### src/rtl/mem_pkg.sv
// Shared definitions for the main-memory refill path.
//   BLOCK_WORDS     : 32-bit words per cache block
//   WORDS_PER_CYCLE : words delivered per memory beat
//   BLOCK_OFFSET_W  : byte-offset bits inside one block (cleared in refill addresses)
//   arb_state_t     : refill arbiter state encoding
package mem_pkg;

    localparam int BLOCK_WORDS     = 16;
    localparam int WORDS_PER_CYCLE = 2;
    localparam int BLOCK_OFFSET_W  = 6;

    typedef enum logic [1:0] {
        IDLE    = 2'd0,
        XFER    = 2'd1,
        RELEASE = 2'd2
    } arb_state_t;

endpackage

### src/rtl/rr_arbiter.sv
// Combinational round-robin pick.
//   req : request vector, one bit per requester
//   ptr : index of the requester with highest priority this cycle
//   gnt : one-hot winner (all zero when no request is set)
// The search starts at ptr and wraps around; the pointer register itself
// lives in the parent so this block stays stateless.
module rr_arbiter #(
    parameter int N = 2,
    localparam int PTR_W = $clog2(N)
) (
    input  logic [N-1:0]     req,
    input  logic [PTR_W-1:0] ptr,
    output logic [N-1:0]     gnt
);

    logic             found;
    logic [PTR_W-1:0] idx;

    always_comb begin
        gnt   = '0;
        found = 1'b0;
        idx   = '0;
        for (int i = 0; i < N; i++) begin
            idx = PTR_W'((int'(ptr) + i) % N);
            if (!found && req[idx]) begin
                gnt[idx] = 1'b1;
                found    = 1'b1;
            end
        end
    end

endmodule

### src/rtl/mem_refill_arbiter.sv
// Shares the single main-memory refill port between NUM_REQ L1 requesters
// (port 0 = instruction cache, port 1 = data cache).
//
// Ports:
//   clk_i        : clock, rising edge
//   reset_ni     : asynchronous active-low reset
//   req_i        : refill request per requester
//   req_addr_i   : miss address per requester
//   grant_o      : one-hot owner of the memory port
//   rsp_valid_o  : beat valid for requester n this cycle
//   rsp_beat_o   : index of the current beat (word offset = beat*WORDS_PER_CYCLE)
//   rsp_data_o   : beat data {word[2k+1], word[2k]}
//   done_o       : one-cycle pulse on the final beat of requester n's burst
//   mem_req_o    : memory request active
//   mem_addr_o   : block-aligned refill address
//   mem_ready_i  : memory beat valid
//   mem_data_i   : memory beat data
//   state_o      : current arbiter state (arb_state_t encoding)
//
// Handshake: a requester raises req_i and holds it until its done_o pulse;
// the request is sampled only in IDLE, so dropping it later has no effect.
// Toward memory, mem_req_o stays high for the whole burst and every cycle
// with mem_ready_i=1 in XFER is exactly one beat; mem_ready_i is a
// valid-only strobe (no back-pressure), ignored outside XFER.
module mem_refill_arbiter
    import mem_pkg::*;
#(
    parameter int NUM_REQ         = 2,
    parameter int BLOCK_WORDS     = mem_pkg::BLOCK_WORDS,
    parameter int WORDS_PER_CYCLE = mem_pkg::WORDS_PER_CYCLE,
    localparam int BEATS          = BLOCK_WORDS / WORDS_PER_CYCLE,
    localparam int BEAT_W         = $clog2(BEATS)
) (
    input  logic               clk_i,
    input  logic               reset_ni,
    input  logic [NUM_REQ-1:0] req_i,
    input  logic [31:0]        req_addr_i [NUM_REQ],
    output logic [NUM_REQ-1:0] grant_o,
    output logic [NUM_REQ-1:0] rsp_valid_o,
    output logic [BEAT_W-1:0]  rsp_beat_o,
    output logic [63:0]        rsp_data_o,
    output logic [NUM_REQ-1:0] done_o,
    output logic               mem_req_o,
    output logic [31:0]        mem_addr_o,
    input  logic               mem_ready_i,
    input  logic [63:0]        mem_data_i,
    output logic [1:0]         state_o
);

    localparam int PTR_W = $clog2(NUM_REQ);
    // One spare bit so an out-of-range count is representable and checkable.
    localparam int CNT_W = BEAT_W + 1;
    localparam logic [31:0] ADDR_MASK = ~((32'd1 << BLOCK_OFFSET_W) - 32'd1);

    arb_state_t         state;
    logic [NUM_REQ-1:0] grant;
    logic               mem_req;
    logic [31:0]        mem_addr;
    logic [CNT_W-1:0]   beat_cnt;
    logic [PTR_W-1:0]   rr_ptr;

    logic [NUM_REQ-1:0] winner;
    logic [31:0]        win_addr;
    logic [PTR_W-1:0]   grant_idx;
    logic [PTR_W-1:0]   next_ptr;
    logic               beat;
    logic               last_beat;

    rr_arbiter #(.N(NUM_REQ)) u_rr (
        .req (req_i),
        .ptr (rr_ptr),
        .gnt (winner)
    );

    always_comb begin
        win_addr  = '0;
        grant_idx = '0;
        for (int i = 0; i < NUM_REQ; i++) begin
            if (winner[i]) win_addr = req_addr_i[i];
            if (grant[i])  grant_idx = PTR_W'(i);
        end
        // Requester after the current owner gets first pick next time.
        next_ptr = (grant_idx == PTR_W'(NUM_REQ - 1)) ? '0 : grant_idx + PTR_W'(1);
    end

    assign beat      = (state == XFER) && mem_ready_i;
    assign last_beat = beat && (beat_cnt == CNT_W'(BEATS - 1));

    assign grant_o     = grant;
    assign mem_req_o   = mem_req;
    assign mem_addr_o  = mem_addr;
    assign rsp_valid_o = beat ? grant : '0;
    assign done_o      = last_beat ? grant : '0;
    assign rsp_beat_o  = (state == XFER) ? beat_cnt[BEAT_W-1:0] : '0;
    assign rsp_data_o  = mem_data_i;
    assign state_o     = state;

    always_ff @(posedge clk_i or negedge reset_ni) begin
        if (!reset_ni) begin
            state    <= IDLE;
            grant    <= '0;
            mem_req  <= 1'b0;
            mem_addr <= '0;
            beat_cnt <= '0;
            rr_ptr   <= '0;
        end else begin
            case (state)
                IDLE: begin
                    if (|req_i) begin
                        grant    <= winner;
                        mem_addr <= win_addr & ADDR_MASK;
                        beat_cnt <= '0;
                        mem_req  <= 1'b1;
                        state    <= XFER;
                    end
                end
                XFER: begin
                    if (last_beat) begin
                        // Counter is left at BEATS-1; it restarts at the next grant.
                        grant   <= '0;
                        mem_req <= 1'b0;
                        rr_ptr  <= next_ptr;
                        state   <= RELEASE;
                    end else if (beat) begin
                        beat_cnt <= beat_cnt + CNT_W'(1);
                    end
                end
                RELEASE: begin
                    state <= IDLE;
                end
                default: begin
                    state <= IDLE;
                end
            endcase
        end
    end

    beat_cnt_in_range: assert property (
        @(posedge clk_i) disable iff (!reset_ni) beat_cnt < CNT_W'(BEATS)
    );

endmodule

### config.mk
export PLATFORM = sky130hd
export DESIGN_NAME = mem_refill_arbiter
export DESIGN_NICKNAME = d
export VERILOG_FILES = /design/src/rtl/mem_pkg.sv /design/src/rtl/rr_arbiter.sv /design/src/rtl/mem_refill_arbiter.sv
export SDC_FILE = /design/constraint.sdc
export NUM_CORES = 1
export LEC_CHECK = 0
export BUFFER_PORTS_ARGS = -buffer_cell sky130_fd_sc_hd__buf_2
export CORE_AREA = 5 5 92 94
export DETAILED_ROUTE_END_ITERATION = 12
export DIE_AREA = 0 0 97 99
export HOLD_SLACK_MARGIN = 0.12
export PLACE_DENSITY = 0.77
export SYNTH_ARGS = -nofsm -noshare
export SYNTH_HDL_FRONTEND = slang
export SYNTH_HIERARCHICAL = 1
export SYNTH_SLANG_ARGS = --single-unit
### constraint.sdc
create_clock -name clk_i -period 1.5 [get_ports clk_i]
set_input_delay 0.225 -clock clk_i [delete_from_list [all_inputs] [get_ports clk_i]]
set_output_delay 0.225 -clock clk_i [all_outputs]
set_load 0.03 [all_outputs]
-- Word level (Yosys, flattened, before mapping)
Cells that the tools add are included.
- add/sub/neg operators: 3
- multiply operators: 0
- divide/modulo/power cells: 0
- $lt $le $gt $ge: 4
- equal/unequal tests: 6
- shifts and indexed selects: 0
- multiplexer cells: 31
- bitwise gates (word level): 1
- reduce and logical (&&, ||, !) cells: 14
- operators by type and width (operator ; count):
    two-way mux 32 bit ; 2
    two-way mux 2 bit ; 8
    two-way mux 4 bit ; 3
    two-way mux 1 bit ; 11
    != test 2 bit, second input constant ; 4
    one-hot mux 2 bit (2 select lines) ; 2
    one-hot mux 4 bit (2 select lines) ; 1
    AND reduction 2 bit ; 3
    logical AND 1 bit ; 5
    adder 4 x 1 -> 4 bit, second input constant ; 1
    equality test 4 x 3 -> 1 bit, second input constant ; 1
    < comparator 1 x 2 -> 1 bit, second input constant ; 2
    AND reduction 4 bit ; 1
    two-way mux 3 bit ; 1
    AND reduction 3 bit ; 1
    adder 1 bit, second input constant ; 2
    demux 1 bit (select 1 bit) ; 2
    equality test 2 x 1 -> 1 bit, second input constant ; 1
    >= comparator 1 bit, second input constant ; 2
    zero test 2 bit ; 1
    bitwise OR 2 bit ; 1
    one-hot mux 1 bit (2 select lines) ; 1
    nonzero test 2 bit ; 1
    OR reduction 2 bit ; 1
    zero test 1 bit ; 1
- register bits after elaboration: 36
- latch bits: 0
- RAM bits: 0
- memory bits (read-only): 0
- input bits: 133
- word-level logic and storage cells: 65
- memories: 0

-- Logic depth before layout (Yosys ltp)
- depth in word-level cells: 9
- mapped depth: 7
- depth with buffers taken out: 5

-- Modules after synthesis
Netlist, hierarchy kept.
- by module, submodules not included (module ; times used ; cells an instance ; area an instance (um^2) ; sequential area each (um^2)):
    mem_refill_arbiter ; 1 ; 211 ; 2404.8 ; 900.9
    rr_arbiter ; 1 ; 3 ; 18.8 ; 0.0

-- Least setup slack after synthesis
Ideal clock, no wire load.
- path type: register to register
- from: reg state[1], in the netlist state_o[1]
- to: reg mem_addr[26], in the netlist mem_addr_o[26]
- arrival time: 1.409 ns
- required time: 1.372 ns
- path slack: -0.036 ns
- stages on the path, launching flop included: 5
- cells stage by stage: dfrtp_1 -> or2_4 -> nor2_8 -> buf_6 -> mux2_1
- cells in the longest elaborated chain, start to end: 2
- RTL lines (what ; RTL line ; RTL):
    from (decl) ; mem_refill_arbiter.sv:55 ; arb_state_t state;
    from (signal assigned) ; mem_refill_arbiter.sv:100 ; state <= IDLE;
    from (signal assigned) ; mem_refill_arbiter.sv:114 ; state <= XFER;
    from (signal assigned) ; mem_refill_arbiter.sv:123 ; state <= RELEASE;
    zero test 2 bit ; mem_refill_arbiter.sv:107 ; case (state)
    AND reduction 2 bit (no line) ; - ;
    to (signal assigned) ; mem_refill_arbiter.sv:111 ; mem_addr <= win_addr & ADDR_MASK;
    to (decl) ; mem_refill_arbiter.sv:58 ; logic [31:0] mem_addr;
No other way between the ends.
A chain may end at the register's enable or synchronous reset.

-- Worst setup path after layout
- from: reg beat_cnt[1]
- to: out done_o[0]
- cells in the longest elaborated chain, start to end: 3
- RTL lines (what ; RTL line ; RTL):
    from (decl) ; mem_refill_arbiter.sv:59 ; logic [CNT_W-1:0] beat_cnt;
    from (signal assigned) ; mem_refill_arbiter.sv:125 ; beat_cnt <= beat_cnt + CNT_W'(1);
    equality test 4 x 3 -> 1 bit ; mem_refill_arbiter.sv:87 ; assign last_beat = beat && (beat_cnt == CNT_W'(BEATS - 1));
    logical AND 1 bit ; mem_refill_arbiter.sv:87 ;
    two-way mux 2 bit ; mem_refill_arbiter.sv:93 ; assign done_o = last_beat ? grant : '0;
    to (decl) ; mem_refill_arbiter.sv:42 ; output logic [NUM_REQ-1:0] done_o,
No other way between the ends.

==> flow_metrics.env <==
export IMPL_whs_ns=0.275
export IMPL_ctsLongestPathBuffers=2
export IMPL_synth_xor_area_share_pct=0
export IMPL_violations="negative setup slack"
export IMPL_post_route_drc_count=0
export IMPL_synthMuxAreaShare_pct=16.0
export IMPL_root_buffer="clkbuf_8"
export IMPL_pre_cts_ws_ns=0.00140
export IMPL_yosys_area_share_simple_pct=7.38
export IMPL_synthArstFlopShare_pct=100
export IMPL_hold_path_class="primary input to flip-flop"
export IMPL_nNetsFinal=397
export IMPL_ys_top_cells_by_count="buf_4, dfrtp_1, a22o_1"
export IMPL_finalSetupTns_ns=-0.562
export IMPL_hp_start="req_addr_i[7]"
export IMPL_setup_violations=23
export IMPL_cp_data_required_time_ns=1.27
export IMPL_power_leakage_nw=1.48
export IMPL_viasPerCell=4.60
export IMPL_synth_top_cell_area_share_pct=37.2
export IMPL_fillerInstances=734
export IMPL_grt_pass1_wl_mm=9.74
export IMPL_first_global_vias=1790
export IMPL_finalMaxSlewViolations=0
export IMPL_diodes=0
export IMPL_rsz0062_at_grt="yes"
export IMPL_ios=241
export IMPL_synth_largest_area_cell="dfrtp_1"
export IMPL_die_y_um=99
export IMPL_path_max_fanout=3
export IMPL_antenna_found_initial=0
export IMPL_wl_mm=6.54
export IMPL_rr_startpoint="state_o[1]$_DFFE_PN0P_"
export IMPL_maxCapViolations=0
export IMPL_skew_ns=0.00513
export IMPL_avgSynthCellArea_sq_um=11.3
export IMPL_tritoncts="yes"
export IMPL_instances_no_fill=366
export IMPL_drt_first_pass_iters=4
export IMPL_seq_area_sq_um=903
export IMPL_htreeDepth=2
export IMPL_via_count=1685
export IMPL_synthDistinctLibCells=33
export IMPL_die_w_um=97
export IMPL_cts_inserted_buffers=5
export IMPL_synth_compound_area_share_pct=12.8
export IMPL_cp_start_kind="flip-flop"
export IMPL_ys_top_cells_by_area="dfrtp_1, buf_4, mux2_4"
export IMPL_finalCritPeriodShare_pct=109
export IMPL_port_buffers=94
export IMPL_synth_edf_count=0
export IMPL_drt_initial_drc_count=23
export IMPL_gr_total_overflow=0
export IMPL_setup_slack_ns=-0.142
export IMPL_status="finished with violations"
export IMPL_clock_latency_ns=0.28
export IMPL_synth_most_common_cell="buf_4"
export IMPL_ant_nets=0
export IMPL_fmax_mhz=609
export IMPL_power_density_nw_per_um2=2070
export IMPL_clk_pin_slew_ns=0.08
export IMPL_hold_viol=0
export IMPL_crit_start="beat_cnt[1]$_DFFE_PN0P_"
export IMPL_synthCells=214
export IMPL_syn2layout_area_growth_pct=18.2
export IMPL_ys_seq_area_share_pct=37.2
export IMPL_crit_type="flip-flop to output port"
export IMPL_routedWlPerCell_um=17.9
export IMPL_synth_ff_type="dfrtp_1"
export IMPL_arrival_ns=1.42
export IMPL_multi_input_area_sq_um=952
export IMPL_dp_hpwl_mm=4.96
export IMPL_place_inst=346
export IMPL_gp_congestion=0.732
export IMPL_drive_above_1_share_pct=63.3
export IMPL_rows=32
export IMPL_ys_seq_elements=36
export IMPL_start_util_pct=32.0
export IMPL_finish_utilization_pct=37.9
export IMPL_period_needed_ns=1.64
export IMPL_die_area_sq_um=9600
export IMPL_syn_cell_area_sq_um=2420
export IMPL_track_usage_pct=12.8
export IMPL_endpoint_kind="output port"
export IMPL_grt_max_degree=29
export IMPL_ir_worst_vdd_mv=0.844
export IMPL_core_area_sq_um=7570
export IMPL_synth_fa_ha_area_share_pct=0.516
export IMPL_synth_top_family_by_area="buffers and inverters"
export IMPL_clock_sinks=36
export IMPL_yosys_warnings=6
## kinds of logic (layout without fill, tap and decap cells)
logic type	Yosys count	in the layout
muxes	28	28
adders and majority gates	1	1
AOI/OAI and AO/OA	39	39
buffers and inverters	84	129
DFF	36	36
and+or+nand+nor	25	25
other	1	6
## cell type report
class,count,area share [%]
Clock buffer,5,2.40
Clock inverter,3,1.48
Inverter,4,0.524
Multi-Input combinational cell,99,33.2
Sequential cell,36,31.5
Tap cell,102,4.45
Timing Repair Buffer,117,26.4
## through the flow
| step | power (mW) | instance area (sq um) |
|---|---|---|
| global route | 6.27 | 2870 |
| CTS | 5.76 | 2780 |
| global placement | 4.58 | 2540 |
| detailed placement | 4.65 | 2540 |
| finish | 5.93 | 2870 |
| floorplan | 4.14 | 2440 |
## state kept, by name, summed over array words and instances (netlist names)
register and count:
mem_addr_o 26, beat_cnt 4, grant_o 2, state_o 2
mem_req_o 1, rr_ptr 1
## metal layers
metal	part of all wire, %	track usage (%)	up-vias
met5	0	0	-
met4	1.1	3.89	0
met3	12	6.94	14
met2	52	23.0	117
met1	35	12.6	796
li1	-	-	758
## path summary, 6_finish.rpt
path                                                    to  slack [ns]  cells past startpoint
worst max-delay path                             done_o[0]       -0.14                      5
worst min-delay path             mem_addr_o[7]$_DFFE_PN0P_        0.27                      4
worst max register to register  mem_addr_o[22]$_DFFE_PN0P_       -0.03                      4
worst min register to register  mem_addr_o[22]$_DFFE_PN0P_        0.51                      1
max in group asynchronous       mem_addr_o[20]$_DFFE_PN0P_        0.68                      3
min in group asynchronous           state_o[1]$_DFFE_PN0P_        0.33                      2
## critical path, stage by stage (launching register included)
cell and delay, ns:
dfrtp_1 0.37, ha_2 0.19, nand3b_1 0.12, nor2_2 0.15, and2_1 0.17, buf_6 0.13
## cells in the final DEF (no fill, tap or decap), types with 2 or more instances in the layout
| master | instances |
|---|---|
| o21ai_0 | 7 |
| nand3b_1 | 2 |
| buf_12 | 2 |
| and2_1 | 4 |
| mux2_4 | 26 |
| or2_4 | 2 |
| inv_1 | 4 |
| and2_4 | 3 |
| o2bb2ai_1 | 2 |
| a22o_1 | 25 |
| nand2_1 | 3 |
| nor2_2 | 2 |
| buf_6 | 8 |
| buf_2 | 87 |
| buf_4 | 17 |
| conb_1 | 6 |
| dfrtp_1 | 34 |
| clkbuf_8 | 5 |
| dfrtp_2 | 2 |
| mux2i_1 | 2 |
## timing repair
action	4_1_cts	5_1_grt
hold buffers	1	0
pin swaps	3	4
hold endpoints to repair	36	0
gates cloned	1	1
buffers inserted	6	4
resized for setup	15	12
endpoints found under the setup margin	11	34
## power breakdown
part,internal (mW),switching [mW],total [mW]
clock,0.492,0.367,0.859
sequential,1.42,0.269,1.69
combinational,1.58,1.80,3.38
total,3.49,2.44,5.93
No activity file was read; power rests on OpenSTA's default activity.
